--- config.mk ---
export PLATFORM = sky130hd
export DESIGN_NAME = mips_multicycle_control
export DESIGN_NICKNAME = d
export VERILOG_FILES = /design/src/rtl/mips_multicycle_control_pkg.sv /design/src/rtl/mips_multicycle_control_alu_decoder.sv /design/src/rtl/mips_multicycle_control.sv
export SDC_FILE = /design/constraint.sdc
export NUM_CORES = 1
export LEC_CHECK = 0
export ABC_AREA = 0
export BUFFER_PORTS_ARGS = -buffer_cell sky130_fd_sc_hd__buf_2
export CAP_MARGIN = 5
export CORE_MARGIN = 4
export CORE_UTILIZATION = 41
export CTS_CLUSTER_SIZE = 20
export DETAILED_ROUTE_END_ITERATION = 16
export PLACE_DENSITY_LB_ADDON = 0.2
export SYNTH_ARGS = -nofsm -noshare
export SYNTH_HDL_FRONTEND = slang
export SYNTH_SLANG_ARGS = --single-unit
--- constraint.sdc ---
create_clock -name clk -period 1.8 [get_ports clk]
set_input_delay 0.27 -clock clk [delete_from_list [all_inputs] [get_ports clk]]
set_output_delay 0.27 -clock clk [all_outputs]
set_load 0.01 [all_outputs]
--- src/rtl/mips_multicycle_control_pkg.sv ---
// Shared encodings for the multicycle MIPS controller: opcodes, funct codes,
// ALU control/op codes, FSM states and datapath select encodings.
// Imported by the controller top and its ALU decoder.
package mips_multicycle_control_pkg;

    // Opcodes (instr[31:26])
    localparam logic [5:0] OP_RTYPE = 6'b000000;
    localparam logic [5:0] OP_LW    = 6'b100011;
    localparam logic [5:0] OP_SW    = 6'b101011;
    localparam logic [5:0] OP_BEQ   = 6'b000100;
    localparam logic [5:0] OP_ADDI  = 6'b001000;
    localparam logic [5:0] OP_J     = 6'b000010;

    // R-type funct codes (instr[5:0])
    localparam logic [5:0] FUNCT_ADD = 6'b100000;
    localparam logic [5:0] FUNCT_SUB = 6'b100010;
    localparam logic [5:0] FUNCT_AND = 6'b100100;
    localparam logic [5:0] FUNCT_OR  = 6'b100101;
    localparam logic [5:0] FUNCT_SLT = 6'b101010;

    // ALUControl encodings
    localparam logic [2:0] ALU_ADD = 3'b010;
    localparam logic [2:0] ALU_SUB = 3'b110;
    localparam logic [2:0] ALU_AND = 3'b000;
    localparam logic [2:0] ALU_OR  = 3'b001;
    localparam logic [2:0] ALU_SLT = 3'b111;

    // ALUOp from the FSM to the ALU decoder
    typedef enum logic [1:0] {
        ALUOP_ADD   = 2'b00,
        ALUOP_SUB   = 2'b01,
        ALUOP_FUNCT = 2'b10,
        ALUOP_RSVD  = 2'b11
    } aluop_t;

    // FSM states
    typedef enum logic [3:0] {
        S_FETCH    = 4'd0,
        S_DECODE   = 4'd1,
        S_MEMADR   = 4'd2,
        S_MEMREAD  = 4'd3,
        S_MEMWB    = 4'd4,
        S_MEMWRITE = 4'd5,
        S_EXEC_R   = 4'd6,
        S_ALUWB    = 4'd7,
        S_BEQ      = 4'd8,
        S_ADDI_EX  = 4'd9,
        S_ADDI_WB  = 4'd10,
        S_JUMP     = 4'd11
    } state_t;

    // ALUSrcB selects
    localparam logic [1:0] SRCB_REGB   = 2'b00;
    localparam logic [1:0] SRCB_FOUR   = 2'b01;
    localparam logic [1:0] SRCB_IMM    = 2'b10;
    localparam logic [1:0] SRCB_IMMSH2 = 2'b11;

    // PCSrc selects
    localparam logic [1:0] PCSRC_ALURES = 2'b00;
    localparam logic [1:0] PCSRC_ALUOUT = 2'b01;
    localparam logic [1:0] PCSRC_JUMP   = 2'b10;

endpackage

--- src/rtl/mips_multicycle_control_alu_decoder.sv ---
// ALU decoder: maps ALUOp and funct to the 3-bit ALUControl code.
// Latency: purely combinational. Backpressure: none.
// Ports: alu_op (from FSM), funct (instr[5:0]) -> alu_control (to ALU).
module mips_multicycle_control_alu_decoder
    import mips_multicycle_control_pkg::*;
#(
    parameter int FUNCT_W = 6
) (
    input  aluop_t             alu_op,
    input  logic [FUNCT_W-1:0] funct,
    output logic [2:0]         alu_control
);

    always_comb begin
        alu_control = ALU_ADD;
        case (alu_op)
            ALUOP_ADD: alu_control = ALU_ADD;
            ALUOP_SUB: alu_control = ALU_SUB;
            ALUOP_FUNCT: begin
                case (funct)
                    FUNCT_ADD: alu_control = ALU_ADD;
                    FUNCT_SUB: alu_control = ALU_SUB;
                    FUNCT_AND: alu_control = ALU_AND;
                    FUNCT_OR:  alu_control = ALU_OR;
                    FUNCT_SLT: alu_control = ALU_SLT;
                    // Unsupported funct quietly falls back to add.
                    default:   alu_control = ALU_ADD;
                endcase
            end
            default: alu_control = ALU_ADD;
        endcase
    end

endmodule

--- src/rtl/mips_multicycle_control.sv ---
// Multicycle MIPS controller: Moore FSM plus output decode driving ALU selects and datapath strobes.
// Latency: outputs combinational from state (+Zero, mem_ready); one state step per clock.
// Backpressure: FETCH/MEMREAD/MEMWRITE hold while mem_ready=0 with their strobes low.
// Ports: clk, rst_n (sync, active-low); Op/Funct from IR; Zero from ALU; mem_ready from memory;
//        ALU selects/control, PC/memory/regfile controls, illegal_op pulse, debug state.
module mips_multicycle_control
    import mips_multicycle_control_pkg::*;
#(
    parameter int OP_W    = 6,
    parameter int FUNCT_W = 6,
    parameter int STATE_W = 4
) (
    input  logic               clk,
    input  logic               rst_n,
    input  logic [OP_W-1:0]    Op,
    input  logic [FUNCT_W-1:0] Funct,
    input  logic               Zero,
    input  logic               mem_ready,
    output logic [2:0]         ALUControl,
    output logic               ALUSrcA,
    output logic [1:0]         ALUSrcB,
    output logic [1:0]         PCSrc,
    output logic               IorD,
    output logic               MemWrite,
    output logic               IRWrite,
    output logic               RegDst,
    output logic               MemtoReg,
    output logic               RegWrite,
    output logic               PCEn,
    output logic               illegal_op,
    output logic [STATE_W-1:0] state
);

    state_t cur;
    aluop_t alu_op;
    logic   pc_write;
    logic   branch;

    always_ff @(posedge clk) begin
        if (!rst_n) begin
            cur <= S_FETCH;
        end else begin
            case (cur)
                S_FETCH:    if (mem_ready) cur <= S_DECODE;
                S_DECODE: begin
                    case (Op)
                        OP_LW, OP_SW: cur <= S_MEMADR;
                        OP_RTYPE:     cur <= S_EXEC_R;
                        OP_BEQ:       cur <= S_BEQ;
                        OP_ADDI:      cur <= S_ADDI_EX;
                        OP_J:         cur <= S_JUMP;
                        default:      cur <= S_FETCH;
                    endcase
                end
                // IR still holds the instruction, so Op picks load vs store here.
                S_MEMADR:   cur <= (Op == OP_SW) ? S_MEMWRITE : S_MEMREAD;
                S_MEMREAD:  if (mem_ready) cur <= S_MEMWB;
                S_MEMWB:    cur <= S_FETCH;
                S_MEMWRITE: if (mem_ready) cur <= S_FETCH;
                S_EXEC_R:   cur <= S_ALUWB;
                S_ALUWB:    cur <= S_FETCH;
                S_BEQ:      cur <= S_FETCH;
                S_ADDI_EX:  cur <= S_ADDI_WB;
                S_ADDI_WB:  cur <= S_FETCH;
                S_JUMP:     cur <= S_FETCH;
                default:    cur <= S_FETCH;
            endcase
        end
    end

    always_comb begin
        alu_op     = ALUOP_ADD;
        ALUSrcA    = 1'b0;
        ALUSrcB    = SRCB_REGB;
        PCSrc      = PCSRC_ALURES;
        IorD       = 1'b0;
        MemWrite   = 1'b0;
        IRWrite    = 1'b0;
        RegDst     = 1'b0;
        MemtoReg   = 1'b0;
        RegWrite   = 1'b0;
        pc_write   = 1'b0;
        branch     = 1'b0;
        illegal_op = 1'b0;
        case (cur)
            S_FETCH: begin
                ALUSrcB  = SRCB_FOUR;
                IRWrite  = mem_ready;
                pc_write = mem_ready;
            end
            S_DECODE: begin
                // Branch target is precomputed into ALUOut while decoding.
                ALUSrcB = SRCB_IMMSH2;
                case (Op)
                    OP_LW, OP_SW, OP_RTYPE, OP_BEQ, OP_ADDI, OP_J: illegal_op = 1'b0;
                    default: illegal_op = 1'b1;
                endcase
            end
            S_MEMADR: begin
                ALUSrcA = 1'b1;
                ALUSrcB = SRCB_IMM;
            end
            S_MEMREAD:  IorD = 1'b1;
            S_MEMWB: begin
                MemtoReg = 1'b1;
                RegWrite = 1'b1;
            end
            S_MEMWRITE: begin
                IorD     = 1'b1;
                MemWrite = mem_ready;
            end
            S_EXEC_R: begin
                ALUSrcA = 1'b1;
                alu_op  = ALUOP_FUNCT;
            end
            S_ALUWB: begin
                RegDst   = 1'b1;
                RegWrite = 1'b1;
            end
            S_BEQ: begin
                ALUSrcA = 1'b1;
                alu_op  = ALUOP_SUB;
                PCSrc   = PCSRC_ALUOUT;
                branch  = 1'b1;
            end
            S_ADDI_EX: begin
                ALUSrcA = 1'b1;
                ALUSrcB = SRCB_IMM;
            end
            S_ADDI_WB:  RegWrite = 1'b1;
            S_JUMP: begin
                PCSrc    = PCSRC_JUMP;
                pc_write = 1'b1;
            end
            default: ;
        endcase

        PCEn = pc_write | (branch & Zero);

        // Reset masks every strobe immediately, so a reset landing mid-instruction
        // never leaks a write in the cycle it is asserted.
        if (!rst_n) begin
            MemWrite   = 1'b0;
            IRWrite    = 1'b0;
            RegWrite   = 1'b0;
            PCEn       = 1'b0;
            illegal_op = 1'b0;
        end
    end

    mips_multicycle_control_alu_decoder #(
        .FUNCT_W(FUNCT_W)
    ) u_alu_decoder (
        .alu_op      (alu_op),
        .funct       (Funct),
        .alu_control (ALUControl)
    );

    assign state = cur;

endmodule

Yosys cells after proc, flatten, opt, wreduce, memory -nomap -nowiden
Cells that the tools add are included.
{"block": "classes", "n_eq_ne": 25, "muxes": 27, "bitwise": 2, "reduce_logical": 9}
{"cell": "$eq A6 B6 Y1 const B", "count": 6}
{"cell": "$pmux W4 S7", "count": 1}
{"cell": "$pmux W4 S5", "count": 1}
{"cell": "$eq A4 B3 Y1 const B", "count": 4}
{"cell": "$eq A4 B4 Y1 const B", "count": 4}
{"cell": "$mux W1", "count": 15}
{"cell": "$mux W4", "count": 3}
{"cell": "$pmux W3 S4", "count": 1}
{"cell": "$eq A4 B2 Y1 const B", "count": 2}
{"cell": "$pmux W2 S2", "count": 2}
{"cell": "$eq A6 B2 Y1 const B", "count": 1}
{"cell": "$eq A6 B3 Y1 const B", "count": 1}
{"cell": "$eq A6 B4 Y1 const B", "count": 1}
{"cell": "$logic_not A6 Y1", "count": 1}
{"cell": "$ne A2 B2 Y1 const B", "count": 3}
{"cell": "$pmux W2 S3", "count": 1}
{"cell": "$pmux W3 S2", "count": 1}
{"cell": "$reduce_or A2 Y1", "count": 3}
{"cell": "$reduce_or A6 Y1", "count": 1}
{"cell": "$eq A4 B1 Y1 const B", "count": 1}
{"cell": "$logic_not A4 Y1", "count": 1}
{"cell": "$reduce_or A4 Y1", "count": 1}
{"cell": "$mux W3", "count": 1}
{"cell": "$reduce_and A3 Y1", "count": 1}
{"cell": "other kinds (6)", "count": 6}
{"block": "word_totals", "ff_bits": 4, "in_bits": 16}

Logic depth before layout (Yosys ltp)
Gate-level depths: netlist of the first run.
{"block": "logic_depth", "ltp_word": 5, "mapped_depth": 7, "mapped_depth_nobuf": 7}

Cells and area by module
From an unflattened synthesis of the first run, not the netlist that was laid out.
{"block": "hier_totals", "hier_cells": 86, "hier_area_um2": 618.1}
{"module": "mips_multicycle_control", "n_inst": 1, "cells_per_inst": 71, "area_per_inst_um2": 499.2, "seq_area_each_um2": 80.1}
{"module": "mips_multicycle_control_alu_decoder", "n_inst": 1, "cells_per_inst": 15, "area_per_inst_um2": 118.9, "seq_area_each_um2": 0.0}

Worst setup path after synthesis of the first run
Ideal clock, no wire load.
{"block": "synth_timing", "path_type": "reg-to-output", "start": "register cur[1], in the netlist state[1]", "end": "output port ALUControl[2]", "arrival_time_ns": 1.549, "t_required_ns": 1.530, "path_slack_ns": -0.019, "path_stages_with_launch": 7, "path_cell_list": "dfxtp_1 > nor2_2 > nand2_2 > or2_4 > ha_1 > nand3b_1 > o22ai_1"}
{"block": "synth_via", "elab_chain_cells": 4, "elab_cells_between_ends": 6, "cone_classes": "4 x eq/ne; 2 x mux"}
{"item": "start: declaration", "line": "mips_multicycle_control.sv:34", "text": "state_t cur;"}
{"item": "start signal: assignment", "line": "mips_multicycle_control.sv:56", "text": "S_MEMADR: cur <= (Op == OP_SW) ? S_MEMWRITE : S_MEMREAD;"}
{"item": "$eq A4 B4 Y1 / $eq A4 B3 Y1 (equally long branches)", "line": "mips_multicycle_control.sv:85", "text": "case (cur)"}
{"item": "$pmux W2 S2 *", "line": "mips_multicycle_control.sv:85"}
{"item": "$eq A2 B2 Y1 / $eq A2 B1 Y1 (equally long branches)", "line": "mips_multicycle_control_alu_decoder.sv:16", "text": "case (alu_op)"}
{"item": "$pmux W3 S2 *", "line": "mips_multicycle_control_alu_decoder.sv:16"}
{"item": "end: declaration", "line": "mips_multicycle_control.sv:19", "text": "output logic [2:0] ALUControl,"}
Every way passes the cells marked *; elsewhere a longest branch is shown, timed or not.

Final worst setup path of the first run
Ends and elaborated chain as after synthesis.

==> results of run 1 <==
[worst max-delay path, stage by stage, from the launching register on]
cell      delay (ns)
dfxtp_2         0.33
nor2_4          0.12
nand2_2         0.07
or2_4           0.25
ha_4            0.23
nand3b_1        0.19
o22ai_2         0.12
buf_2           0.14
[power groups by stage]
stage / clock (mW) / sequential, mW / combinational, mW
2_1_floorplan: 0 / 0.0956 / 0.0463
3_5_place_dp: 0 / 0.0947 / 0.0942
3_3_place_gp: 0 / 0.0949 / 0.0915
4_1_cts: 0.111 / 0.0936 / 0.0976
5_1_grt: 0.119 / 0.0943 / 0.114
6_report: 0.114 / 0.0939 / 0.105
[worst max-delay path by stage]
| stage | startpoint | endpoint | slack [ns] | cells past startpoint |
|---|---|---|---|---|
| after CTS | state[2]$_SDFFE_PN0P_ | ALUControl[2] | -0.14 | 7 |
| after global placement | state[1]$_SDFFE_PN0P_ | ALUControl[2] | 0.04 | 7 |
| after global routing | state[0]$_SDFFE_PN0P_ | ALUControl[0] | -0.22 | 7 |
| final | state[1]$_SDFFE_PN0P_ | ALUControl[2] | -0.15 | 7 |
| after detailed placement | state[1]$_SDFFE_PN0P_ | ALUControl[2] | -0.04 | 7 |
| after floorplan | state[1]$_SDFFE_PN0P_ | ALUControl[0] | -0.02 | 6 |
[cell type report]
| class | instances | area, µm² | area share [%] |
|---|---|---|---|
| repair buffers | 58 | 369 | 35.1 |
| flip-flops and latches | 4 | 82.6 | 7.85 |
| multi-input cells | 78 | 541 | 51.4 |
| inverters | 5 | 18.8 | 1.78 |
| clock buffers | 3 | 22.5 | 2.14 |
| well taps | 15 | 18.8 | 1.78 |
[metrics by stage]
| stage | total power [mW] | util [%] | TNS, ns | setup WS (ns) | hold WS, ns |
|---|---|---|---|---|---|
| global route | 0.328 | 77.0 | -0.807 | -0.220 | 0.381 |
| CTS | 0.302 | 71.4 | -0.478 | -0.138 | 0.367 |
| finish | 0.313 | 77.0 | -0.483 | -0.151 | 0.366 |
| detailed placement | 0.189 | 63.2 | -0.0477 | -0.0364 | 0.620 |
| floorplan | 0.142 | - | -0.0154 | -0.0154 | 0.414 |
| global placement | 0.186 | 63.2 | 0 | 0.0409 | 0.618 |
[per-layer routing]
layer	global-route usage, %	vias to the layer above	share of wire, %
met3	0.383	6	7.6
li1	-	449	-
met1	22.4	422	37
met2	40.4	54	53
met4	16.0	0	1.9
met5	0	-	0
[layout by cell type (no fill, tap or decap), drive strengths merged, types with 2 or more instances in the layout]
cell type / count
nor3: 6
nand3b: 3
dfxtp: 4
and3: 4
o22ai: 2
nand2: 8
ha: 2
clkbuf: 3
nor3b: 2
o21ai: 4
nor2: 8
buf: 58
inv: 5
nand3: 6
nor2b: 4
xor2: 2
a21oi: 5
nand2b: 6
a211o: 2
[kinds of logic after synthesis]
family          share of synthesized area [%]
compound gates                           23.5
xor+xnor                                 2.83
fa+ha+maj                                4.05
buf+inv                                  6.68
flops                                    13.0
mux                                      1.62
simple gates                             48.4
[timing repair]
item | in CTS | in global routing
pin swaps | 5 | 4
resized for setup | 4 | 9
setup endpoints to repair | 3 | 6
hold buffers | 0 | 0
cloned | 0 | 0
setup buffers | 9 | 6
==> results by group, run 1 <==
Yosys
  • Post-synth top area share: 13.0%
  • Syn_nets: 109
  • Top cell type by total area after synthesis: dfxtp_1
  • Yosys cell types: 38
  • Syn Inst Count: 91
  • Ys flop type: dfxtp_1
  • Flops & latches, synth: 4
  • Post-synth ARST share: 0%
  • Mapped Avg Cell Area: 6.79 µm²
  • Mapped cell area: slightly above 600 µm²
  • Ys Warns: 0
  • Synth top area cells: dfxtp_1, nand2b_1, nand3_1
  • Seq/Total Area, Yosys: 13.0%
  • Post-synth EDFFs: 0
  • Top cells by instance count after synthesis: nand2_1, nor2_1, nand2b_1, nand3_1, nor3_1

Worst setup path
  • Kind of critical path: reg2out
  • Crit path DAT: 1.68 ns
  • Worst setup SP type: register
  • CP Max Fanout: 3
  • Reg-to-reg critical path endpoint: state[1]$_SDFFE_PN0P_
  • Reg-to-reg startpoint: state[1]$_SDFFE_PN0P_
  • Worst setup EP type: output port
  • Reg2reg path depth: 6
  • Flop2flop setup slack: 0.52 ns
  • Worst Path Required: 1.53 ns

Global route
  • First-pass GRT wire length: approximately 3400 µm
  • All-Layer GR Usage: 21.5%
  • Initial antenna violation count: 0
  • Grt total ovfl: 0
  • Vias in the first global route: approximately 870
  • Largest net degree at the start of global routing: 14

Place
  • RD Place Congestion: between 0.9 and 1
  • Port-buffer cells: 35
  • Dpl hpwl: ~1600 µm
  • Number of placed cells counting well taps: ~150
  • Area after DPL: 863 µm²

Min path
  • Hold path startpoint: rst_n
  • HP Class: in2reg
  • Hold depth: 3
  • WHS Endpoint: state[2]$_SDFFE_PN0P_

Run status
  • Run status: finished with violations
  • Failing checks: setup timing

Floorplanning
  • Core Region: between 1000 and 1500 µm²
  • Initial Util: 45.2%
  • Die width: about 47 µm
  • Die Y: 46.8 µm
  • # IOs: 36
  • Num rows: 13
  • Die area: around 2200 µm²

Route
  • ANT nets after route: 0
  • DRC viols: 0
  • Vias: just over 900
  • Initial DRC Count: 45
  • TritonRoute pass-1 iters: 6
  • Wire per inst: roughly 16 µm
  • DR vias/cell: between 5 and 6
  • DRT Wirelength: 2540 µm

Power and ir drop
  • Lkg Pwr: 0.536 nW
  • Sw frac: 31.2%
  • Clock power share: 36.3%
  • Maximum VDD drop: 165 µV
  • Power Dens Cells: 297 nW/µm²
  • Internal Power: 215 µW
  • Sequential share of power: 30.0%
  • NetSw: a little under 100 µW
  • Combinational share of power: 33.6%

Final layout
  • Fin area: 1050 µm²
  • Layout cells sized above 1: 50.7%
  • Synth-to-layout area growth: 70.2%
  • Number of flip-flops in the largest register: 4
  • N_diodes: 0
  • Post-layout nets: 168
  • # fillers: 94
  • Cell Count, Final, Fillers Out: 163

Timing
  • Relative slew margins: between 70 and 80%
  • Setup ws final: -0.151 ns
  • Max Fclk: 513 MHz
  • Final Max Tran Viols: 0
  • Post-layout min period: 1.95 ns
  • Fin crit share: 108%
  • Count of final setup violators: 5
  • RSZ-0062 raised after global routing: true
  • Final Hold Vio Count: 0
  • Worst slew pin tran: 0.336 ns
  • Worst Clk Skew: approximately 0.013 ns

Clocking
  • Total CTS buffers: 3
  • Worst-path clk slew: roughly 0.05 ns
  • CTS tree: built
  • Root buf cell: clkbuf_4
  • H-tree depth: 1
  • Bufs on Longest Clock Path: 2
  • Clk_lat worst skew: 0.24 ns
  • Clock tree sinks: 4

Run
  • Max-cap violations: 0
Power figures use the tool's default switching activity.
==> run 2, diff against run 1 <==
--- a/config.mk
+++ b/config.mk
@@ -9,7 +9,7 @@
 export BUFFER_PORTS_ARGS = -buffer_cell sky130_fd_sc_hd__buf_2
 export CAP_MARGIN = 5
 export CORE_MARGIN = 4
-export CORE_UTILIZATION = 41
+export CORE_UTILIZATION = 42
 export CTS_CLUSTER_SIZE = 20
 export DETAILED_ROUTE_END_ITERATION = 16
 export PLACE_DENSITY_LB_ADDON = 0.2
==> run 2 against run 1 <==
Against the previous run: combinational power rose by 8%; critical path depth did not move; count of clock-buffer cells in the layout did not move; fmax rose by 2.0%; the flow still finishes with violations (setup timing); die area fell by 2.0%; worst setup slack improved by 0.038 ns; clock skew fell by 0.010 ns; design area fell by 7.4%; non-clock buffer count fell by 9; first-iteration DRC count fell by 44%; register-to-register slack got worse by 0.03 ns.
==> results by group, run 2 (synthesized netlist as in run 1, its figures left out) <==
Route
  • DR vias/cell: 5.68 (was 5.71)
  • Wire per inst: 13.2 µm (was 15.6 µm)
  • DRC viols: 0 (unchanged)
  • ANT nets after route: 0 (unchanged)
  • TritonRoute pass-1 iters: 4 (was 6)
  • DRT Wirelength: 2030 µm (was 2540 µm)
  • Vias: 874 (was 931)
  • Initial DRC Count: 25 (was 45)

Timing
  • RSZ-0062 raised after global routing: true (unchanged)
  • Fin crit share: 106% (was 108%)
  • Final Max Tran Viols: 0 (unchanged)
  • Setup_tns: -0.248 ns (was -0.483 ns)
  • Worst Clk Skew: 0.00334 ns (was 0.0133 ns)
  • Setup ws final: -0.113 ns (was -0.151 ns)
  • Count of final setup violators: 3 (was 5)
  • Post-layout min period: 1.91 ns (was 1.95 ns)
  • Max Fclk: 523 MHz (was 513 MHz)
  • Worst slew pin tran: 0.341 ns (was 0.336 ns)
  • Relative slew margins: 77.1% (was 77.4%)
  • Final Hold Vio Count: 0 (unchanged)

Power and ir drop
  • NetSw: 96.2 µW (was 97.7 µW)
  • Sw frac: 30.3% (was 31.2%)
  • Clock power share: 35.0% (was 36.3%)
  • Maximum VDD drop: 421 µV (was 165 µV)
  • Sequential share of power: 29.5% (was 30.0%)
  • Combinational share of power: 35.5% (was 33.6%)
  • Lkg Pwr: 0.493 nW (was 0.536 nW)
  • Internal Power: 222 µW (was 215 µW)
  • Power Dens Cells: 326 nW/µm² (was 297 nW/µm²)

Worst setup path
  • Kind of critical path: reg2out (unchanged)
  • Flop2flop setup slack: 0.49 ns (was 0.52 ns)
  • Crit path DAT: 1.64 ns (was 1.68 ns)
  • Reg-to-reg critical path endpoint: state[2]$_SDFFE_PN0P_ (was state[1]$_SDFFE_PN0P_)
  • Worst Path Required: 1.53 ns (about the same)
  • Worst setup EP type: output port (unchanged)
  • Worst setup SP type: register (unchanged)
  • Setup crit start: state[1]$_SDFFE_PN0P_ (unchanged)
  • Reg-to-reg startpoint: state[1]$_SDFFE_PN0P_ (unchanged)
  • Reg2reg path depth: 7 (was 6)
  • CP Max Fanout: 3 (unchanged)

Place
  • Port-buffer cells: 35 (unchanged)
  • Post-place setup slack: -0.0114 ns (was -0.0364 ns)
  • Area after DPL: 841 µm² (was 863 µm²)
  • RD Place Congestion: 0.826 (was 0.924)
  • Dpl hpwl: 1460 µm (was 1580 µm)
  • Number of placed cells counting well taps: 143 (was 146)

Clocking
  • H-tree depth: 1 (unchanged)
  • Bufs on Longest Clock Path: 2 (unchanged)
  • Root buf cell: clkbuf_4 (unchanged)
  • Total CTS buffers: 3 (unchanged)
  • CTS tree: built (unchanged)
  • Clk_lat worst skew: 0.23 ns (was 0.24 ns)
  • Worst-path clk slew: 0.04 ns (was 0.05 ns)
  • Clock tree sinks: 4 (unchanged)
  • CTS Hold Bufs: 0 (unchanged)

Min path
  • Hold depth: 4 (was 3)
  • WHS Endpoint: state[2]$_SDFFE_PN0P_ (unchanged)
  • HP Class: in2reg (unchanged)
  • Hold path startpoint: Op[4] (was rst_n)

Floorplanning
  • Die Y: 46.4 µm (was 46.8 µm)
  • Core Region: 1350 µm² (was 1370 µm²)
  • Initial Util: 45.8% (was 45.2%)
  • Die area: 2150 µm² (was 2190 µm²)
  • Num rows: 13 (unchanged)
  • # IOs: 36 (unchanged)
  • Die width: 46.4 µm (was 46.8 µm)

Global route
  • GR Util met3: 4.69% (was 0.383%)
  • Initial antenna violation count: 0 (unchanged)
  • First-pass GRT wire length: 3020 µm (was 3420 µm)
  • Met2 Usage GRT: 34.9% (was 40.4%)
  • All-Layer GR Usage: 19.4% (was 21.5%)
  • Grt total ovfl: 0 (unchanged)
  • Largest net degree at the start of global routing: 18 (was 14)
  • GRT Max-Usage Layer: met2 (unchanged)
  • Vias in the first global route: 705 (was 871)
  • Met1 usage: 22.8% (was 22.4%)

Final layout
  • Most common cell after layout, fill and taps aside: buf_2 (unchanged)
  • Post-layout nets: 159 (was 168)
  • Cell Count, Final, Fillers Out: 154 (was 163)
  • Final Core Density: 72.2% (was 77.0%)
  • Fin area: 975 µm² (was 1050 µm²)
  • Number of flip-flops in the largest register: 4 (unchanged)
  • Layout cells sized above 1: 46.0% (was 50.7%)
  • Synth-to-layout area growth: 57.7% (was 70.2%)
  • Commonest non-fill, non-tap cells in the layout: buf_2, buf_4, nor2_1, nand2_1 (was buf_2, buf_4, nor2_1)
  • N_diodes: 0 (unchanged)

Run status
  • Run status: finished with violations (unchanged)
  • Failing checks: setup timing (unchanged)

Run
  • Max-cap violations: 0 (unchanged)
-- run 2: cell types whose count changed in the layout (fill, tap and decap cells not counted) --
cell and delta:
buf_8 -1, nor3b_2 -1, nand2_1 +1, buf_12 +1, nand2_4 -1, buf_4 -10, buf_2 +1, nor3b_1 +1
-- run 2: power by group through the flow --
stage	logic, mW	registers, mW	clock network (mW)
after global routing	0.123	0.0937	0.124
after detailed placement	0.0945	0.0943	0
after CTS	0.0970	0.0934	0.113
final	0.113	0.0937	0.111
after global placement	0.0917	0.0943	0
after floorplan	0.0463	0.0956	0
-- run 2: worst max-delay path, cell delays in order, from the launching register on --
cell and delay, ns:
dfxtp_2 0.33, nor2_4 0.12, nand2_2 0.07, or2_4 0.25, ha_4 0.22, nand3b_1 0.18
o22ai_2 0.10, buf_2 0.14
-- run 2: through the flow --
step	total power, mW	hold WS, ns
after detailed placement	0.189	0.616
after CTS	0.304	0.364
after global placement	0.186	0.608
after global routing	0.340	0.392
final	0.318	0.370
after floorplan	0.142	0.414
-- run 2: area by class of cell --
| type | count | area, µm² |
|---|---|---|
| well taps | 15 | 18.8 |
| clock buffers | 3 | 22.5 |
| inverters | 5 | 18.8 |
| fillers | 121 | 375 |
| repair buffers | 49 | 304 |
| multi-input cells | 78 | 528 |
| flip-flops and latches | 4 | 82.6 |
-- run 2: how the worst max path moves through the flow --
stage / slack, ns / cells after the start / endpoint
6_report: -0.11 / 7 / ALUControl[2]
5_1_grt: -0.19 / 7 / ALUControl[2]
4_1_cts: -0.12 / 7 / ALUControl[2]
3_5_place_dp: -0.01 / 7 / ALUControl[2]
3_3_place_gp: 0.03 / 7 / ALUControl[2]
2_1_floorplan: -0.02 / 6 / ALUControl[0]
-- run 2: what timing repair did --
item | CTS | global route
pin swaps | 4 | 5
gates resized for setup | 6 | 3
buffers inserted | 1 | 7
endpoints found under the setup margin | 4 | 5
-- run 2: layer usage --
metal	vias to the layer above	part of all wire, %	wire [µm]
met1	411	40	804
met4	0	0	0
met2	30	53	1080
met5	-	0	0
met3	0	7.1	145
li1	433	-	-
